### config.mk
export PLATFORM = sky130hd
export DESIGN_NAME = pdu_io_port
export DESIGN_NICKNAME = d
export VERILOG_FILES = /design/src/rtl/pdu_io_port.sv
export SDC_FILE = /design/constraint.sdc
export NUM_CORES = 1
export LEC_CHECK = 0
export CORE_UTILIZATION = 58
export CTS_BUF_LIST = sky130_fd_sc_hd__clkbuf_8
export DETAILED_ROUTE_END_ITERATION = 6
export PLACE_DENSITY = 0.88
export SETUP_SLACK_MARGIN = 0.3
export SYNTH_ARGS = -nofsm -noshare
export SYNTH_HDL_FRONTEND = slang
export SYNTH_SLANG_ARGS = --single-unit
### constraint.sdc
create_clock -name clk -period 3.2 [get_ports clk]
set_clock_uncertainty 0.15 [all_clocks]
set_input_delay 0.64 -clock clk [delete_from_list [all_inputs] [get_ports clk]]
set_output_delay 0.64 -clock clk [all_outputs]
set_load 0.05 [all_outputs]
### src/rtl/pdu_io_port.sv
// pdu_io_port: CPU IO-bus responder for the debug unit.
// CPU stores drive the LEDs and the 8-digit hex display. Operator switch
// input, qualified by a rising edge on the `valid` switch, is latched for
// the CPU along with full/overrun status. A free-running cycle counter is
// also provided.
module pdu_io_port #(
  parameter int SCAN_BITS = 17
) (
  input  logic        clk,
  input  logic        rst,
  input  logic        valid,
  input  logic [4:0]  in,
  input  logic [7:0]  io_addr,
  input  logic [31:0] io_dout,
  input  logic        io_we,
  input  logic        io_rd,
  output logic [31:0] io_din,
  output logic [4:0]  out0,
  output logic        ready,
  output logic        ovf,
  output logic [2:0]  an,
  output logic [3:0]  seg
);

  // Word addresses (byte address >> 2)
  localparam logic [5:0] A_LED  = 6'h00;
  localparam logic [5:0] A_DISP = 6'h02;
  localparam logic [5:0] A_STAT = 6'h03;
  localparam logic [5:0] A_DATA = 6'h04;
  localparam logic [5:0] A_CNT  = 6'h05;

  logic [4:0]           out0_q,    out0_d;
  logic [31:0]          disp_q,    disp_d;
  logic [4:0]           in_data_q, in_data_d;
  logic                 in_full_q, in_full_d;
  logic                 ovf_q,     ovf_d;
  logic [31:0]          cnt_q,     cnt_d;
  logic [SCAN_BITS-1:0] scan_q,    scan_d;
  // [0]=s1, [1]=s2, [2]=s3: 2-FF synchronizer followed by an edge-detect delay
  logic [2:0]           vld_pipe_q, vld_pipe_d;

  logic [5:0] waddr;
  logic       rise, pop, full_after_pop;
  logic       wr_led, wr_disp, wr_stat, wr_cnt;

  // Byte-lane bits of the address are not decoded.
  logic unused_addr_lsb;
  assign unused_addr_lsb = ^io_addr[1:0];

  assign waddr   = io_addr[7:2];
  assign wr_led  = io_we && (waddr == A_LED);
  assign wr_disp = io_we && (waddr == A_DISP);
  assign wr_stat = io_we && (waddr == A_STAT);
  assign wr_cnt  = io_we && (waddr == A_CNT);
  assign pop     = io_rd && (waddr == A_DATA);

  assign rise           = vld_pipe_q[1] & ~vld_pipe_q[2];
  // A pop in the same cycle frees the slot before the new edge is considered.
  assign full_after_pop = in_full_q & ~pop;

  // Next-state logic for every register in the block.
  always_comb begin
    out0_d     = out0_q;
    disp_d     = disp_q;
    in_data_d  = in_data_q;
    in_full_d  = full_after_pop;
    ovf_d      = ovf_q;
    cnt_d      = cnt_q + 32'd1;
    scan_d     = scan_q + 1'b1;
    vld_pipe_d = {vld_pipe_q[1:0], valid};

    if (wr_led)  out0_d = io_dout[4:0];
    if (wr_disp) disp_d = io_dout;
    if (wr_cnt)  cnt_d  = io_dout;
    if (wr_stat && io_dout[1]) ovf_d = 1'b0;

    // A new edge either fills the slot or flags an overrun; set beats clear.
    if (rise) begin
      if (!full_after_pop) begin
        in_data_d = in;
        in_full_d = 1'b1;
      end else begin
        ovf_d = 1'b1;
      end
    end
  end

  // State registers with synchronous reset taking priority over all events.
  always_ff @(posedge clk) begin
    if (rst) begin
      out0_q     <= '0;
      disp_q     <= '0;
      in_data_q  <= '0;
      in_full_q  <= 1'b0;
      ovf_q      <= 1'b0;
      cnt_q      <= '0;
      scan_q     <= '0;
      vld_pipe_q <= '0;
    end else begin
      out0_q     <= out0_d;
      disp_q     <= disp_d;
      in_data_q  <= in_data_d;
      in_full_q  <= in_full_d;
      ovf_q      <= ovf_d;
      cnt_q      <= cnt_d;
      scan_q     <= scan_d;
      vld_pipe_q <= vld_pipe_d;
    end
  end

  // Zero-latency read mux; unmapped addresses read zero.
  always_comb begin
    io_din = '0;
    case (waddr)
      A_LED:   io_din = {27'b0, out0_q};
      A_DISP:  io_din = disp_q;
      A_STAT:  io_din = {30'b0, ovf_q, in_full_q};
      A_DATA:  io_din = {27'b0, in_data_q};
      A_CNT:   io_din = cnt_q;
      default: io_din = '0;
    endcase
  end

  assign out0  = out0_q;
  assign ready = ~in_full_q;
  assign ovf   = ovf_q;
  assign an    = scan_q[SCAN_BITS-1 -: 3];
  assign seg   = disp_q[{an, 2'b00} +: 4];

endmodule

==> results.cfg <==
[synthesis]
synthArstFlopShare = 0
syn_area_per_cell_um2 = 8.47
synth_warnings = 0
yosysSeqAreaShare = 0.391
ys_seq_elements = 96
synthCells = 581
post_synth_num_cell_types = 50
synthesis.nets = 633
ys.flop_type = dfxtp_1
synth-edff-count = 0
syn_area_um2 = 4920

[min_path]
min-delay-start = vld_pipe_q[0]$_SDFF_PP0_
hold_end = vld_pipe_q[1]$_SDFF_PP0_
worst_hold_path_type = flop to flop
whs_path_depth = 1

[route]
dr.pass1.iters = 5
routedWlPerCell_um = 20.9
vias_per_cell = 6.80
drt_iter0_drc = 555
drc = 0
ant_nets = 0
vias = 5222
routed_wl_um = 16100

[finish]
area_growth_pct = 35.3
diodes = 0
final_layout_size_suffix_gt1_frac = 0.199
nNetsFinal = 710

[die]
num_io_pins = 96
core_region_area_um2 = 8220
die_h_um = 94.1
die_x_um = 94.1
rows = 33
initial_utilization = 0.599
die_area_um2 = 8860

[global_route]
grt_overflow = 0
grt_max_degree = 56
antenna_found_initial = 0
grt_usage = 0.372
grt_pass1_vias = 5110
grt_pass1_wl_um = 25600

[clocking]
cts_buffers = 9
cts_root_buf = clkbuf_8
clockBufferDepth = 2
clk_pin_slew_ns = 0.09
htreeDepth = 3
cts_num_sinks = 96
cts_tree = yes
clkLatencyLatePin_ns = 0.36

[sta]
maxSlewViolCount = 0
tightest_slew_ns = 1.05
rsz0062_at_grt = no
fin_tns_setup_ns = 0
hold_viol_final = 0
setup_ws_ns = 0.316
finalCriticalPeriod_ns = 2.88
setup_viol = 0
max_slew_margin = 0.297
fmax_ghz = 0.347
finalCritPeriodShare = 0.901

[placed_design]
gp_congestion = 0.971
post-place-ws_ns = 0.00350
io_buffer_count = 93
dp_hpwl_um = 10200

[setup_path]
cp_max_fo = 4
crit_slowest_cell = nor4_4
slowest_delay_ns = 0.31
end_kind = output port
cp.arrival_ns = 2.09
reg2reg_to = cnt_q[21]$_SDFF_PP0_
cp_cell_sequence = clkdlybuf4s15_1, nor4_4, buf_4, and3_4, o2bb2ai_1, a221o_1, buf_12
cp.required_ns = 2.41
r2r_setup_slack_ns = 0.69
criticalPathCategory = primary input to output port
reg2reg_from = cnt_q[2]$_SDFF_PP0_
reg2regPathDepth = 4
cp-start-kind = primary input

[run]
maxCapViolations = 0

[power]
vdd_drop_max_mv = 0.271
power_per_cell_area_nw_per_um2 = 370
p_total_mw = 2.46
leakage_nw = 2.29

[outcome]
status = finished clean
[layout by cell type, fill, tap and decap left out, types with 4 or more instances in the layout]
master / n
a211oi_1: 16
buf_12: 35
clkdlybuf4s50_1: 50
a21oi_1: 50
nor4_1: 6
or3b_2: 5
mux2_2: 4
xor2_1: 15
mux4_2: 8
o21ai_0: 17
a22o_1: 6
buf_4: 22
nand4_1: 18
or3_1: 8
a311oi_1: 9
dfxtp_1: 95
and4_1: 11
nor2b_1: 5
clkbuf_8: 9
and3_1: 4
or4_1: 9
o31ai_1: 11
nand3_1: 15
nand2_1: 77
a31oi_1: 4
mux2i_1: 10
xnor2_1: 8
inv_1: 10
bufinv_16: 4
nor2_1: 47
a22o_2: 19
[what timing repair did]
| action | CTS | global route |
|---|---|---|
| resized for setup | 18 | 9 |
| hold buffers | 0 | 0 |
| setup buffers | 3 | 1 |
| pin swaps | 3 | 1 |
| setup endpoints to repair | 37 | 34 |
| cloned | 1 | 0 |
[per-layer routing]
| metal | up-vias | GRT usage | routed length (um) |
|---|---|---|---|
| li1 | 2298 | - | - |
| met1 | 2462 | 0.451 | 6100 |
| met2 | 380 | 0.614 | 7610 |
| met3 | 82 | 0.0720 | 1590 |
| met4 | 0 | 0.214 | 777 |
| met5 | - | 0 | 0 |
[state kept, by name, summed over array words and instances, names as in the netlist]
signal,flops
cnt_q,32
disp_q,32
in_data_q,5
in_full_q,1
out0,5
ovf,1
scan_q,17
vld_pipe_q,3
[critical path: cells and delay by family]
family,cells,cell delay (ns)
buffers and inverters,3,0.60
AND/OR/NAND/NOR,2,0.50
AO/OA/AOI/OAI,2,0.35
[where the power goes]
group | switching (mW) | total (mW) | internal (mW)
Clock | 0.440 | 1.04 | 0.601
Combinational | 0.0974 | 0.188 | 0.0903
Sequential | 0.0216 | 1.23 | 1.21
Total | 0.559 | 2.46 | 1.90
[layout make-up]
cell class	instances	area, um2
Clock inverter	7	143
Clock buffer	9	124
Timing Repair Buffer	116	1460
Multi-Input combinational cell	424	2830
Fill cell	499	1560
Tap cell	105	131
Inverter	11	41.3
Sequential cell	96	1930
[cell usage after synthesis, drive strengths merged (3+ instances only)]
| library cell | count | share of area |
|---|---|---|
| dfxtp | 96 | 0.39 |
| a22o | 27 | 0.048 |
| a22oi | 3 | 0.0046 |
| a211oi | 16 | 0.024 |
| nor3 | 3 | 0.0041 |
| a21oi | 50 | 0.051 |
| mux2i | 10 | 0.020 |
| xnor2 | 8 | 0.014 |
| nand3 | 15 | 0.015 |
| nor4 | 8 | 0.011 |
| xor2 | 15 | 0.027 |
| nor2 | 48 | 0.037 |
| or4 | 9 | 0.014 |
| clkbuf | 27 | 0.021 |
| nor2b | 6 | 0.0076 |
| mux4 | 8 | 0.037 |
| inv | 11 | 0.0084 |
| or3b | 5 | 0.0089 |
| nand2 | 79 | 0.061 |
| a31oi | 4 | 0.0051 |
| mux2 | 4 | 0.0092 |
| and3 | 6 | 0.0076 |
| or3 | 8 | 0.010 |
| o21ai | 20 | 0.020 |
| o31ai | 11 | 0.017 |
| and2 | 3 | 0.0038 |
| buf | 23 | 0.026 |
| a311oi | 9 | 0.016 |
| and4 | 11 | 0.020 |
| nand4 | 19 | 0.025 |
[worst max path at each step]
stage               startpoint         end  slack (ns)  cells after the start
global route        io_addr[7]   io_din[1]        0.29                      7
detailed placement  io_addr[5]   io_din[1]       0.004                      7
global placement    io_addr[5]   io_din[0]        0.09                      7
CTS                 io_addr[6]   io_din[1]        0.28                      7
floorplan           io_addr[5]  io_din[10]        0.35                      5
finish              io_addr[7]   io_din[1]        0.32                      7
[logic make-up after synthesis]
logic type	count (synthesis)	share of synthesized area
DFF	96	0.391
buffers and inverters	61	0.0554
adders and majority gates	2	0.00508
muxes	22	0.0661
xor gates and xnor gates	23	0.0409
and+or+nand+nor	225	0.234
AOI/OAI and AO/OA	152	0.208
[metrics by stage]
step                cell area (um2)  instances  hold WS [ns]   util
floorplan                      4960        581         0.263      -
global placement               6270        747         0.270  0.763
detailed placement             6270        747         0.294  0.763
CTS                            6640        767         0.314  0.808
global route                   6660        768         0.331  0.810
finish                         6660        768         0.312  0.810
Power figures use the tool's default switching activity.
